[src/rtl/mem_port_arbiter_if.sv]
// mem_port_arbiter_if: requester ports A/B and the memory bus of the arbiter
interface mem_port_arbiter_if #(parameter int AW = 13);
  logic          a_valid, a_write, a_ready, a_rvalid;
  logic [3:0]    a_wmask;
  logic [31:0]   a_wdata, a_rdata;
  logic [AW-1:0] a_addr;
  logic          b_valid, b_write, b_ready, b_rvalid;
  logic [3:0]    b_wmask;
  logic [31:0]   b_wdata, b_rdata;
  logic [AW-1:0] b_addr;
  logic          mem_valid, mem_write;
  logic [3:0]    mem_wmask;
  logic [31:0]   mem_wdata, mem_rdata;
  logic [AW-1:0] mem_addr;
  modport master (
    output a_valid, a_write, a_wmask, a_wdata, a_addr,
    input  a_ready, a_rvalid, a_rdata,
    output b_valid, b_write, b_wmask, b_wdata, b_addr,
    input  b_ready, b_rvalid, b_rdata,
    input  mem_valid, mem_write, mem_wmask, mem_wdata, mem_addr,
    output mem_rdata
  );
  modport slave (
    input  a_valid, a_write, a_wmask, a_wdata, a_addr,
    output a_ready, a_rvalid, a_rdata,
    input  b_valid, b_write, b_wmask, b_wdata, b_addr,
    output b_ready, b_rvalid, b_rdata,
    output mem_valid, mem_write, mem_wmask, mem_wdata, mem_addr,
    input  mem_rdata
  );
endinterface

[src/rtl/mem_port_arbiter.sv]
// mem_port_arbiter: fixed-priority A/B arbiter for a 1-cycle-latency memory with B starvation limit
module mem_port_arbiter #(
  parameter int AW = 13,
  parameter int MAX_WAIT = 8
) (
  input logic clk,
  input logic rst,
  mem_port_arbiter_if.slave bus
);
  logic [7:0] wait_cnt;
  logic q_rd_a, q_rd_b, pick_b;
  // grant selection and memory mux; B wins when alone or when its wait has saturated
  always_comb begin
    pick_b = bus.b_valid & (~bus.a_valid | (wait_cnt == 8'(MAX_WAIT)));
    bus.a_ready = ~rst & bus.a_valid & ~pick_b;
    bus.b_ready = ~rst & pick_b;
    bus.mem_valid = bus.a_ready | bus.b_ready;
    bus.mem_write = bus.b_ready ? bus.b_write : bus.a_ready & bus.a_write;
    bus.mem_wmask = bus.b_ready ? bus.b_wmask : bus.a_ready ? bus.a_wmask : 4'b0;
    bus.mem_wdata = bus.b_ready ? bus.b_wdata : bus.a_wdata;
    bus.mem_addr = bus.b_ready ? bus.b_addr : bus.a_addr;
    bus.a_rvalid = q_rd_a & ~rst;
    bus.b_rvalid = q_rd_b & ~rst;
    bus.a_rdata = bus.mem_rdata;
    bus.b_rdata = bus.mem_rdata;
  end
  // starvation counter and read-return tracking
  always_ff @(posedge clk) begin
    if (rst) begin
      wait_cnt <= 8'd0;
      q_rd_a <= 1'b0;
      q_rd_b <= 1'b0;
    end else begin
      wait_cnt <= (bus.b_ready | ~bus.b_valid) ? 8'd0 :
                  (wait_cnt == 8'(MAX_WAIT)) ? wait_cnt : wait_cnt + 8'd1;
      q_rd_a <= bus.a_ready & ~bus.a_write;
      q_rd_b <= bus.b_ready & ~bus.b_write;
    end
  end
endmodule

[src/flat_wrapper.sv]
// flat-port wrapper written by rule: the top's interface ports become plain ports
module mem_port_arbiter_flat 
#(
  parameter int AW = 13,
  parameter int MAX_WAIT = 8
)
  (clk, rst, bus_a_valid, bus_a_write, bus_a_wmask, bus_a_wdata, bus_a_addr, bus_a_ready, bus_a_rvalid, bus_a_rdata, bus_b_valid, bus_b_write, bus_b_wmask, bus_b_wdata, bus_b_addr, bus_b_ready, bus_b_rvalid, bus_b_rdata, bus_mem_valid, bus_mem_write, bus_mem_wmask, bus_mem_wdata, bus_mem_addr, bus_mem_rdata);
  mem_port_arbiter_if #(.AW(AW)) bus_i ();
  input logic clk;
  input logic rst;
  input wire logic [$bits(bus_i.a_valid)-1:0] bus_a_valid;
  input wire logic [$bits(bus_i.a_write)-1:0] bus_a_write;
  input wire logic [$bits(bus_i.a_wmask)-1:0] bus_a_wmask;
  input wire logic [$bits(bus_i.a_wdata)-1:0] bus_a_wdata;
  input wire logic [$bits(bus_i.a_addr)-1:0] bus_a_addr;
  output wire logic [$bits(bus_i.a_ready)-1:0] bus_a_ready;
  output wire logic [$bits(bus_i.a_rvalid)-1:0] bus_a_rvalid;
  output wire logic [$bits(bus_i.a_rdata)-1:0] bus_a_rdata;
  input wire logic [$bits(bus_i.b_valid)-1:0] bus_b_valid;
  input wire logic [$bits(bus_i.b_write)-1:0] bus_b_write;
  input wire logic [$bits(bus_i.b_wmask)-1:0] bus_b_wmask;
  input wire logic [$bits(bus_i.b_wdata)-1:0] bus_b_wdata;
  input wire logic [$bits(bus_i.b_addr)-1:0] bus_b_addr;
  output wire logic [$bits(bus_i.b_ready)-1:0] bus_b_ready;
  output wire logic [$bits(bus_i.b_rvalid)-1:0] bus_b_rvalid;
  output wire logic [$bits(bus_i.b_rdata)-1:0] bus_b_rdata;
  output wire logic [$bits(bus_i.mem_valid)-1:0] bus_mem_valid;
  output wire logic [$bits(bus_i.mem_write)-1:0] bus_mem_write;
  output wire logic [$bits(bus_i.mem_wmask)-1:0] bus_mem_wmask;
  output wire logic [$bits(bus_i.mem_wdata)-1:0] bus_mem_wdata;
  output wire logic [$bits(bus_i.mem_addr)-1:0] bus_mem_addr;
  input wire logic [$bits(bus_i.mem_rdata)-1:0] bus_mem_rdata;
  assign bus_i.a_valid = bus_a_valid;
  assign bus_i.a_write = bus_a_write;
  assign bus_i.a_wmask = bus_a_wmask;
  assign bus_i.a_wdata = bus_a_wdata;
  assign bus_i.a_addr = bus_a_addr;
  assign bus_a_ready = bus_i.a_ready;
  assign bus_a_rvalid = bus_i.a_rvalid;
  assign bus_a_rdata = bus_i.a_rdata;
  assign bus_i.b_valid = bus_b_valid;
  assign bus_i.b_write = bus_b_write;
  assign bus_i.b_wmask = bus_b_wmask;
  assign bus_i.b_wdata = bus_b_wdata;
  assign bus_i.b_addr = bus_b_addr;
  assign bus_b_ready = bus_i.b_ready;
  assign bus_b_rvalid = bus_i.b_rvalid;
  assign bus_b_rdata = bus_i.b_rdata;
  assign bus_mem_valid = bus_i.mem_valid;
  assign bus_mem_write = bus_i.mem_write;
  assign bus_mem_wmask = bus_i.mem_wmask;
  assign bus_mem_wdata = bus_i.mem_wdata;
  assign bus_mem_addr = bus_i.mem_addr;
  assign bus_i.mem_rdata = bus_mem_rdata;
  mem_port_arbiter #(.AW(AW), .MAX_WAIT(MAX_WAIT)) u_core (.clk(clk), .rst(rst), .bus(bus_i));
endmodule
[config.mk]
export PLATFORM = sky130hd
export DESIGN_NAME = mem_port_arbiter_flat
export DESIGN_NICKNAME = d
export VERILOG_FILES = /design/src/rtl/mem_port_arbiter_if.sv /design/src/rtl/mem_port_arbiter.sv /design/src/flat_wrapper.sv
export SDC_FILE = /design/constraint.sdc
export NUM_CORES = 1
export LEC_CHECK = 0
export CELL_PAD_IN_SITES_DETAIL_PLACEMENT = 0
export CELL_PAD_IN_SITES_GLOBAL_PLACEMENT = 2
export CORE_MARGIN = 1
export CORE_UTILIZATION = 16
export DETAILED_ROUTE_END_ITERATION = 10
export PLACE_DENSITY = 0.88
export REMOVE_ABC_BUFFERS = 1
export SYNTH_ARGS = -nofsm -noshare
export SYNTH_HDL_FRONTEND = slang
export SYNTH_SLANG_ARGS = --single-unit
[constraint.sdc]
create_clock -name clk -period 2.2 [get_ports clk]
set_input_delay 0.22 -clock clk [delete_from_list [all_inputs] [get_ports clk]]
set_output_delay 0.22 -clock clk [all_outputs]
set_load 0.02 [all_outputs]
**Word-level counts from Yosys, hierarchy flattened**

Cells that the tools add are included.

- Output and inout port bits: 119
- Register bits: 10
- Logic and storage cells: 29
- Input port bits: 136

- Bitwise logic cells: 18
- Add/sub/neg operators: 1
- Eq/ne operators: 1
- Reduce and logical (&&, ||, !) cells: 1
- Muxes and demuxes: 5

Operators by type and width:

| cell | count |
|---|---|
| 32-bit two-way mux | 1 |
| 13-bit two-way mux | 1 |
| 1-bit bitwise AND | 9 |
| 8-bit by 1-bit adder with 8-bit output (second input constant) | 1 |
| 8-bit by 4-bit equality test with 1-bit output (second input constant) | 1 |
| 4-bit two-way mux | 2 |
| 1-bit NOT | 6 |
| 1-bit bitwise OR | 3 |
| 2-bit OR reduction | 1 |
| 1-bit two-way mux | 1 |

**Longest topological paths before layout**

Gate-level depths: netlist (run 1).

- Word-level depth: 7
- Gate-level depth with buffers: 7
- Depth with buffers taken out: 5

**Worst setup path before layout (run 1)**

No wires, ideal clock.

- Kind: reg2out
- Start: register u_core.wait_cnt[0]
- End: output bus_mem_wmask[0]
- Slack: 0.238 ns
- Data arrival time: 1.742 ns
- Buffers on the path: 0
- Stages on the path, launching flop included: 6
- Required time: 1.980 ns
- Cells stage by stage: dfxtp_1 > inv_1 > ha_1 > nor4b_1 > a31oi_1 > a32o_1

- Word-level cells in the longest chain between the ends: 7
- Elaborated cells between the ends (all ways): 8
- Those cells by class: eq/ne: 1; mux: 2; bitwise: 5

Ends and longest elaborated chain:

| element | line | text |
|---|---|---|
| start, declared | mem_port_arbiter.sv:10 | `logic [7:0] wait_cnt;` |
| start signal, assigned | mem_port_arbiter.sv:34 | `wait_cnt <= (bus.b_ready \| ~bus.b_valid) ? 8'd0 :` |
| 8-bit by 4-bit equality test with 1-bit output | mem_port_arbiter.sv:14 | `pick_b = bus.b_valid & (~bus.a_valid \| (wait_cnt == 8'(MAX_WAIT)));` |
| 1-bit bitwise OR | mem_port_arbiter.sv:14 |  |
| 1-bit bitwise AND | mem_port_arbiter.sv:14 |  |
| 1-bit NOT | mem_port_arbiter.sv:15 | `bus.a_ready = ~rst & bus.a_valid & ~pick_b;` |
| 1-bit bitwise AND | mem_port_arbiter.sv:15 |  |
| via bus_a_ready | flat_wrapper.sv:16 | `output wire logic [$bits(bus_i.a_ready)-1:0] bus_a_ready;` |
| 4-bit two-way mux (2 in series) | mem_port_arbiter.sv:19 | `bus.mem_wmask = bus.b_ready ? bus.b_wmask : bus.a_ready ? bus.a_wmask : 4'b0;` |
| end, declared | flat_wrapper.sv:29 | `output wire logic [$bits(bus_i.mem_wmask)-1:0] bus_mem_wmask;` |

The timed path passes the listed nets, and every way through them passes these cells.

**Worst setup path in the final report (run 1)**

- Start: register u_core.wait_cnt[1]
- End: output bus_mem_wmask[0]

- Word-level cells in the longest chain between the ends: 7
- Elaborated cells between the ends (all ways): 8
- Those cells by class: eq/ne: 1; mux: 2; bitwise: 5

Ends and longest elaborated chain:

| element | line |
|---|---|
| 8-bit by 4-bit equality test with 1-bit output (*) | mem_port_arbiter.sv:14 |
| 1-bit bitwise OR (*) | mem_port_arbiter.sv:14 |
| 1-bit bitwise AND (*) | mem_port_arbiter.sv:14 |
| 1-bit NOT | mem_port_arbiter.sv:15 |
| 1-bit bitwise AND | mem_port_arbiter.sv:15 |
| 4-bit two-way mux | mem_port_arbiter.sv:19 |
| 4-bit two-way mux (*) | mem_port_arbiter.sv:19 |

Every way passes the cells marked *; elsewhere a longest branch is shown, timed or not.

==> impl_results.md, run 1 <==
* TritonCTS clock tree: done
* Net Sw Power at 508 uW
* Post-synthesis adder-cell area fraction at 0.827%
* Yosys warns at 0
* CTS max path bufs at 2
* # setup viols final at 19
* Final core occ at 25.6%
* Sw frac at 36.5%
* CP endpoint kind: output pin
* Die span in x at 139 um
* Final Max Slew Viols at 0
* Peak VDD IR at 0.196 mV
* Fin. Hold Viols at 0
* Post-synthesis mux area share at 0%
* RSZ-0062 raised after global routing: true
* Commonest non-fill, non-tap cells in the layout: clkdlybuf4s50_1 (103), a21oi_1 (48), nand4_1 (46), nand3_1 (43), o211ai_2 (40)
* Nets at 632
* Total number of vias at 3740
* Number of I/O port buffers at 158
* DIE AREA at 19500 um2
* Comb pwr share at 60.9%
* Seq pwr share at 13.4%
* Vias per cell at 5.18
* Actual slew at the worst max-slew pin at 376 ps
* Sequential share of the synthesized area at 6.62%
* Max Fclk at 424 MHz
* Worst path required time at 1980 ps
* Clk_lat worst skew at 240 ps
* Total core area at 18300 um2
* H-tree levels at 1
* Relative slew slack at 74.6%
* Clk_skew at 1.06 ps
* Synth-to-layout area growth at 54.6%
* Antenna cells at 0
* CP Launch Type: register
* Die Ht at 139 um
* Pwr Density at 297 nW/um2
* Synth Area in XOR/XNOR at 0.869%
* Global route overflow at 0
* Sink Count at 10
* Largest net degree at the start of global routing at 46
* DR WL/cell at 22.0 um
* Fillcell total at 1964
* Critical Path Source: u_core.wait_cnt[1]
* Total GRT Usage at 14.4%
* Crit path kind: register to output pin
* Post-Synth Simple-Gate Area at 37.8%
* Worst hold start: bus_mem_rdata[12]
* DR iter-0 viols at 248
* Antenna violations before repair at 0
* Worst EP arrival at 2140 ps
* Drt drc at 0
* Row count at 49
* Vias in the first global route at 3482
* Compound-cell area share of the yosys netlist at 28.9%
* Fin crit share at 107%
* Synthesized area at 3020 um2
* Global placer's final weighted congestion at 0.774
* R2R Setup Slk at 440 ps
* Largest family of logic cells by synthesized area: simple AND/OR/NAND/NOR gates
* Failing checks: setup timing
* Starting Density at 16.6%
* Routed Antenna Nets at 0
* Global-route wire length before repair at 21700 um
* Status: finished, violations left
* Cell Int Power at 882 uW
* Hold Crit Class: input pin to output pin
* Syn avg cell area at 7.52 um2
* Most used DFF post-synth: dfxtp_1
* Max Cap Viol at 0
* Worst reg2reg path startpoint: u_core.wait_cnt[1]
* Layout cells sized above 1 at 34.3%
* Crit path max fanout at 7
* Routed WL at 15900 um
* Root buffer cell: clkbuf_16
* Clock power share at 25.7%
* Seq cells post-synth at 10
* Most common cell after layout, fill and taps aside: clkdlybuf4s50_1
* Reg clk slew, reported paths at 40 ps
* Synth cell types at 33
* Pre-CTS setup slack at -145 ps
* Final min period at 2360 ps
* Post-synth EDFFs at 0
* DR pass1 iterations at 4
* Synth Instances at 402
* CTS buffer count at 3
* Ports at 255
* Asr flop ratio synth at 0%
* Leak pwr at 0.00174 uW
* HPWL after DPL at 11200 um
* Worst setup margin at -159 ps
-- cells in the mapped netlist (4+ instances only) --
cell | number | share of area [%]
a21oi_1 | 48 | 7.9
a32o_1 | 5 | 1.7
and4bb_2 | 6 | 2.5
buf_2 | 21 | 3.5
buf_4 | 64 | 16
buf_6 | 5 | 1.9
clkbuf_1 | 25 | 3.1
dfxtp_1 | 10 | 6.6
inv_1 | 5 | 0.62
nand3_1 | 49 | 8.1
nand4_1 | 46 | 9.5
nor2_1 | 7 | 0.87
nor2b_1 | 4 | 0.83
nor4bb_1 | 37 | 12
o211ai_1 | 5 | 1.2
o211ai_2 | 40 | 17
-- final timing paths --
path / cells after the start / to
setup / recovery: 8 / bus_mem_wmask[0]
hold / removal: 0 / bus_a_rdata[12]
setup reg to reg: 6 / u_core.q_rd_b
hold reg to reg: 2 / u_core.wait_cnt[7]
-- worst max-delay path: stages (launching register included) --
cell and delay [ps]:
dfxtp_2 320, inv_2 70, ha_4 130, or4b_4 590
buf_6 170, o21ai_4 220, buf_6 140, a32o_2 160
buf_6 110
-- metrics by stage --
stage	power, uW	setup TNS [ps]	cell area, um2	hold WS (ps)	cells
after global placement	1020	-5030	4520	440	707
after CTS	1340	-6590	4540	440	713
final	1390	-1480	4680	440	722
after global routing	1460	-4490	4680	440	722
after floorplan	501	-169640	2290	290	287
after detailed placement	1030	-5450	4520	440	707
-- power by group through the flow --
| stage | clock network (uW) | registers [uW] | logic (uW) |
|---|---|---|---|
| after floorplan | 0 | 188 | 312 |
| after global placement | 0 | 188 | 837 |
| after detailed placement | 0 | 188 | 846 |
| after CTS | 368 | 185 | 791 |
| after global routing | 379 | 186 | 895 |
| final | 358 | 186 | 846 |
-- sequential cells by signal (all words and copies together) (netlist names) --
| register | cells |
|---|---|
| u_core.q_rd_b | 1 |
| u_core.wait_cnt | 8 |
| u_core.q_rd_a | 1 |
-- kinds of logic (layout without fill, tap and decap cells) --
| logic type | count (synthesis) | count (layout) |
|---|---|---|
| adders and majority gates | 2 | 2 |
| DFF | 10 | 10 |
| xor gates and xnor gates | 3 | 3 |
| and+or+nand+nor | 163 | 163 |
| AOI/OAI and AO/OA | 104 | 104 |
| buffers and inverters | 120 | 211 |
-- repair_timing --
item                       in CTS  in global routing
hold buffers                    0                  0
setup buffers                   2                  4
setup endpoints to repair      52                 50
gates resized for setup        68                179
gates cloned                    0                  5
pin swaps                       1                 23
-- area by class of cell --
cell class / instances / area (um2) / share of cell area (%)
Inverter: 5 / 18.8 / 0.401
Clock buffer: 4 / 88.8 / 1.90
Timing Repair Buffer: 202 / 1930 / 41.4
Tap cell: 229 / 287 / 6.13
Sequential cell: 10 / 203 / 4.34
Multi-Input combinational cell: 272 / 2140 / 45.9
-- metal layers --
layer / vias to the layer above / global-route usage (%) / wire length [um]
met2: 237 / 20.3 / 6800
met5: - / 3.51 / 62
met4: 4 / 1.52 / 117
met3: 16 / 8.40 / 1980
met1: 1802 / 18.8 / 6950
li1: 1681 / - / -
Power figures use the tool's default switching activity.
==> run 2, diff against run 1 <==
--- a/config.mk
+++ b/config.mk
@@ -7,6 +7,7 @@
 export LEC_CHECK = 0
 export CELL_PAD_IN_SITES_DETAIL_PLACEMENT = 0
 export CELL_PAD_IN_SITES_GLOBAL_PLACEMENT = 2
+export CORE_ASPECT_RATIO = 0.7
 export CORE_MARGIN = 1
 export CORE_UTILIZATION = 16
 export DETAILED_ROUTE_END_ITERATION = 10
==> run 2 against run 1 <==
Net effect: the flow finishes with violations (DRC, setup timing); clock power shrank 11%; global-route usage up 0.40 points; maximum frequency grew 2.0%; sequential power is essentially flat; core utilization up 0.63 points; combinational power rose by 5.2%; routed wire length decreased by 0.27%; non-clock buffer count shrank 4; register-to-register slack is essentially flat; clock skew about the same; die area about the same; largest cell class unchanged; critical path depth is the same.
==> impl_results.md, run 2 (synthesis gave the netlist of run 1 again) <==
* Total power at 1390 uW (+0.36%)
* DR iter-0 viols at 315 (+27%)
* Relative slew slack at 75.0% (+0.40 points)
* Reg clk slew, reported paths at 40 ps (about the same)
* Endpoint, Worst Hold: bus_a_rdata[7]
* Fillcell total at 1972 (+0.41%)
* Row count at 41 (-16%)
* Synth-to-layout area growth at 58.3%
* Worst hold start: bus_mem_rdata[7]
* Most flops, register: u_core.wait_cnt
* RSZ-0062 raised after global routing: true
* Worst EP arrival at 2090 ps (-50 ps)
* CTS max path bufs at 2 (unchanged)
* Global-route wire length before repair at 22300 um (+3.0%)
* Peak VDD IR at 0.246 mV (+26%)
* Nets at 628 (-0.63%)
* Root buffer cell: clkbuf_16
* Vias in the first global route at 3740 (+7.4%)
* Die Ht at 117 um (-16%)
* DIE AREA at 19500 um2 (about the same)
* Crit path kind: register to output pin
* Max Cap Viol at 0 (unchanged)
* Fin. Hold Viols at 0 (unchanged)
* Drt drc at 9 (+9)
* Worst path required time at 1980 ps (about the same)
* Commonest non-fill, non-tap cells in the layout: clkdlybuf4s50_1 (103), a21oi_1 (48), nand4_1 (46), o211ai_2 (40), nor4bb_1 (37)
* Actual slew at the worst max-slew pin at 374 ps (-2.46 ps)
* Largest net degree at the start of global routing at 34 (-26%)
* R2R Setup Slk at 450 ps (about the same)
* Antenna violations before repair at 0 (unchanged)
* Leak pwr at 0.00176 uW (+1.4%)
* Crit path max fanout at 6 (-1)
* Vias per cell at 5.21 (+0.66%)
* Most common cell after layout, fill and taps aside: clkdlybuf4s50_1
* Global route overflow at 0 (unchanged)
* Reg2reg path depth at 6 (unchanged)
* DR pass1 iterations at 8 (+4)
* Hold depth at 0 (unchanged)
* Worst reg2reg path startpoint: u_core.wait_cnt[1]
* Layout cells sized above 1 at 35.5% (+1.2 points)
* Ports at 255 (unchanged)
* Routed WL at 15900 um (-0.27%)
* H-tree levels at 1 (unchanged)
* Max Fclk at 432 MHz (+2.0%)
* Max reg flops at 8 (unchanged)
* CTS buffer count at 3 (unchanged)
* HPWL after DPL at 11000 um (-1.6%)
* Die span in x at 166 um (+19%)
* Pwr Density at 291 nW/um2 (-2.0%)
* Starting Density at 16.6% (about the same)
* Sink Count at 10 (unchanged)
* DR WL/cell at 21.9 um (-0.55%)
* Status: finished, violations left
* CP Launch Type: register
* # setup viols final at 22 (+3)
* Clk_lat worst skew at 240 ps (about the same)
* TritonCTS clock tree: done
* Fin area at 4790 um2 (+2.4%)
* Pre-CTS setup slack at -135 ps (+9.55 ps)
* Worst setup margin at -112 ps (+46.7 ps)
* Fin crit share at 105% (-2.1 points)
* Final TNS setup at -1180 ps (+297 ps)
* Failing checks: DRC, setup timing
* Clk_skew at 1.03 ps (-0.0261 ps)
* Total GRT Usage at 14.8% (+0.40 points)
* Hold_buf cts at 0 (unchanged)
* Total number of vias at 3775 (+0.94%)
* Final min period at 2310 ps (-46.7 ps)
* Number of I/O port buffers at 158 (unchanged)
* Placed instance area at 4530 um2 (+0.25%)
* Global placer's final weighted congestion at 0.795 (+2.7%)
* CP endpoint kind: output pin
* Largest registers: u_core.wait_cnt (8), u_core.q_rd_a (1), u_core.q_rd_b (1)
* Final core occ at 26.2% (+0.63 points)
* Total core area at 18300 um2 (about the same)
* Routed Antenna Nets at 0 (unchanged)
* Antenna cells at 0 (unchanged)
* Reg-to-Reg End: u_core.q_rd_b
* Final Max Slew Viols at 0 (unchanged)
* Hold Crit Class: input pin to output pin
-- run 2: power by group --
group,switching [uW],internal [uW]
Sequential,0.875,185
Combinational,434,456
Clock,83.9,236
-- run 2: metrics by stage --
step | std cells | hold slack, ps
after global routing | 724 | 440
after detailed placement | 713 | 440
after CTS | 718 | 440
final | 724 | 440
after floorplan | 287 | 290
after global placement | 713 | 440
-- run 2: worst max path at each step --
stage / start / endpoint / slack [ps]
after floorplan: u_core.wait_cnt[0] / bus_mem_wmask[0] / -3940
after global placement: u_core.wait_cnt[0] / bus_mem_addr[3] / -130
after detailed placement: u_core.wait_cnt[0] / bus_mem_addr[3] / -140
after CTS: u_core.wait_cnt[0] / bus_mem_addr[1] / -150
after global routing: u_core.wait_cnt[1] / bus_mem_wmask[3] / -190
final: u_core.wait_cnt[1] / bus_mem_wmask[0] / -110
-- run 2: cell type report --
class	count	area, um2	area share (%)
multi-input combinational	272	2180	45.6
timing repair buffer	198	2010	42.0
tap	236	295	6.17
sequential	10	203	4.23
clock buffer	3	75.1	1.57
inverter	5	18.8	0.392
-- run 2: what timing repair did --
item	CTS	global route
gates resized for setup	107	171
endpoints found under the setup margin	51	51
cloned	0	3
pin swaps	2	49
setup buffers	2	3
-- run 2: worst max-delay path, cell delays in order, from the launching register on --
cell and delay [ps]:
dfxtp_2 320, inv_2 60, ha_4 120, or4b_4 580, buf_6 170, o21ai_4 200
buf_6 130, a32o_2 160, buf_6 110
-- run 2: layer usage --
layer  GRT usage [%]  wire (um)  up-vias
met3            6.42       1890       20
met4            3.15        264        4
li1                -          -     1676
met5            6.52        144        -
met1            19.9       7210     1817
met2            20.9       6360      258
==> run 3, diff against run 2 <==
--- a/config.mk
+++ b/config.mk
@@ -5,13 +5,13 @@
 export SDC_FILE = /design/constraint.sdc
 export NUM_CORES = 1
 export LEC_CHECK = 0
+export ABC_CLOCK_PERIOD_IN_PS = 1930
 export CELL_PAD_IN_SITES_DETAIL_PLACEMENT = 0
 export CELL_PAD_IN_SITES_GLOBAL_PLACEMENT = 2
-export CORE_ASPECT_RATIO = 0.7
 export CORE_MARGIN = 1
-export CORE_UTILIZATION = 16
+export CORE_UTILIZATION = 14
 export DETAILED_ROUTE_END_ITERATION = 10
-export PLACE_DENSITY = 0.88
+export PLACE_DENSITY = 0.82
 export REMOVE_ABC_BUFFERS = 1
 export SYNTH_ARGS = -nofsm -noshare
 export SYNTH_HDL_FRONTEND = slang
==> constraint.sdc (replaced) <==
create_clock -name clk -period 1.93 [get_ports clk]
set_input_delay 0.193 -clock clk [delete_from_list [all_inputs] [get_ports clk]]
set_output_delay 0.193 -clock clk [all_outputs]
set_load 0.02 [all_outputs]
==> run 3 against run 2 <==
Net effect: the flow finishes with violations (setup timing); non-clock buffer count is 18 higher; core utilization is 2.7 points lower; clock power up 29%; critical path type unchanged; critical endpoint is now bus_mem_addr[2]; critical path depth fell by 1; highest routed layer unchanged; sequential cell count unchanged; die area up 14%.
==> impl_results.md, run 3 (synthesis gave the netlist of run 1 again) <==
* Status: finished, violations left
* Failing checks: setup timing
* Layout cells sized above 1 at 28.4% (-7.0 points)
* Commonest non-fill, non-tap cells in the layout: clkdlybuf4s50_1 (103), a21oi_1 (48), nand4_1 (46), nand3_1 (45), buf_4 (43)
* Vias in the first global route at 3506 (-6.3%)
* Final min period at 2290 ps
* Most common cell after layout, fill and taps aside: clkdlybuf4s50_1
* Reg clk slew, reported paths at 40 ps (about the same)
* Fin crit share at 119%
* Sw frac at 35.9% (-1.2 points)
* CP endpoint kind: output pin
* Total power at 1600 uW (+15%)
* Drt drc at 0 (-9)
* DIE AREA at 22200 um2 (+14%)
* Leak pwr at 0.00183 uW (+3.7%)
* DR iter-0 viols at 170 (-46%)
* WHS at 386 ps (-54.0 ps)
* Die Ht at 149 um (+27%)
* Sink Count at 10 (unchanged)
* Global placer's final weighted congestion at 0.764 (-3.8%)
* Routed Antenna Nets at 0 (unchanged)
* Clk_lat worst skew at 240 ps (about the same)
* Antenna violations before repair at 1 (+1)
* Global-route wire length before repair at 21500 um (-3.7%)
* Antenna cells at 0 (unchanged)
* Largest registers: u_core.wait_cnt (8), u_core.q_rd_a (1), u_core.q_rd_b (1)
* Hold_buf cts at 0 (unchanged)
* Cell Int Power at 1020 uW (+17%)
* HPWL after DPL at 10900 um (-0.87%)
* Die span in x at 149 um (-10%)
* Final Max Slew Viols at 0 (unchanged)
* Final core occ at 23.5% (-2.7 points)
* Pwr Density at 323 nW/um2 (+11%)
* Crit path max fanout at 39 (+33)
* Clock power share at 25.9% (+3.0 points)
* Peak VDD IR at 0.204 mV (-17%)
* Placed cells at 768 (+7.7%)
* DR WL/cell at 19.0 um (-14%)
* RSZ-0062 raised after global routing: true
* Most flops, register: u_core.wait_cnt
* Starting Density at 14.3% (-2.2 points)
* CTS max path bufs at 2 (unchanged)
* Worst path required time at 1740 ps (-240 ps)
* Routed WL at 14800 um (-6.6%)
* Hold Crit Class: input pin to output pin
* Pre-CTS setup slack at -367 ps (-231 ps)
* Crit path kind: register to output pin
* CP Launch Type: register
* Total GRT Usage at 12.5% (-2.3 points)
* Actual slew at the worst max-slew pin at 317 ps (-56.5 ps)
* Vias per cell at 4.68 (-10%)
* TritonCTS clock tree: done
* Largest net degree at the start of global routing at 46 (+35%)
* Global route overflow at 0 (unchanged)
* Total core area at 21100 um2 (+15%)
* Net Sw Power at 574 uW (+11%)
* Seq pwr share at 13.2% (about the same)
* # setup viols final at 51 (+130%)
* Max Cap Viol at 0 (unchanged)
* Max reg flops at 8 (unchanged)
* Worst EP arrival at 2100 ps (about the same)
* H-tree levels at 1 (unchanged)
* Fin. Hold Viols at 0 (unchanged)
* CTS buffer count at 3 (unchanged)
* Synth-to-layout area growth at 63.7%
* Comb pwr share at 60.9% (-2.9 points)
* Clk_skew at 1.85 ps (+0.820 ps)
* Root buffer cell: clkbuf_16
* Total number of vias at 3660 (-3.0%)
* Relative slew slack at 78.9% (+3.9 points)
* Number of I/O port buffers at 158 (unchanged)
* Max Fclk at 437 MHz
* Row count at 53 (+29%)
* Post-route insts no fill at 782 (+8.0%)
* Ports at 255 (unchanged)
* DR pass1 iterations at 5 (-3)
* Nets at 646 (+2.9%)
* Worst setup margin at -361 ps (-249 ps)
[run 3: changes by cell type in the layout (fill, tap and decap cells not counted), moves of 2 or more]
cell             change
dlygate4sd2_1       +38
buf_4               +15
buf_6               -15
buf_2               -13
nand3_1             +10
nand3_2             -10
clkdlybuf4s15_2      -7
buf_12               +4
clkbuf_16            -2
[run 3: worst max-delay path: stages, from the launching register on]
cell and delay [ps]:
dfxtp_2 310, inv_2 60, ha_4 120, or4b_4 500, buf_12 240, o211ai_1 190, nand3_1 90, dlygate4sd2_1 320
[run 3: per-stage QoR]
| stage | area, um2 | TNS (ps) |
|---|---|---|
| 6_report | 4950 | -15740 |
| 5_1_grt | 4950 | -18970 |
| 4_1_cts | 4870 | -16520 |
| 3_5_place_dp | 4750 | -17470 |
| 3_3_place_gp | 4750 | -17780 |
| 2_1_floorplan | 2290 | -184970 |
[run 3: layout make-up]
| class | instances | area (um2) |
|---|---|---|
| clock buffer | 4 | 88.8 |
| multi-input combinational | 272 | 2160 |
| sequential | 10 | 201 |
| tap | 275 | 344 |
| timing repair buffer | 216 | 2130 |
| inverter | 5 | 18.8 |
| fill | 2336 | 16100 |
[run 3: metal layers]
| metal | vias up | wire, um | GRT usage [%] |
|---|---|---|---|
| li1 | 1708 | - | - |
| met1 | 1733 | 6680 | 17.3 |
| met2 | 210 | 6130 | 17.6 |
| met3 | 7 | 1900 | 6.09 |
| met4 | 2 | 70 | 1.12 |
| met5 | - | 47 | 2.50 |
[run 3: power by group through the flow]
stage | Clock (uW) | Sequential, uW | Combinational, uW
after global placement | 0 | 215 | 1000
after global routing | 429 | 211 | 1040
after floorplan | 0 | 215 | 356
after detailed placement | 0 | 215 | 998
final | 414 | 211 | 972
after CTS | 423 | 211 | 956
[run 3: worst paths after layout]
check / depth (start not counted) / endpoint / slack, ps / start
max: 7 / bus_mem_addr[2] / -360 / u_core.wait_cnt[0]
min: 0 / bus_b_rdata[11] / 390 / bus_mem_rdata[11]
max reg2reg: 7 / u_core.q_rd_b / 220 / u_core.wait_cnt[0]
min reg2reg: 2 / u_core.wait_cnt[0] / 530 / u_core.wait_cnt[0]
[run 3: timing repair]
item / CTS / global route
resized for setup: 111 / 21
setup buffers: 7 / 4
setup endpoints to repair: 52 / 51
cloned: 0 / 0
pin swaps: 8 / 10
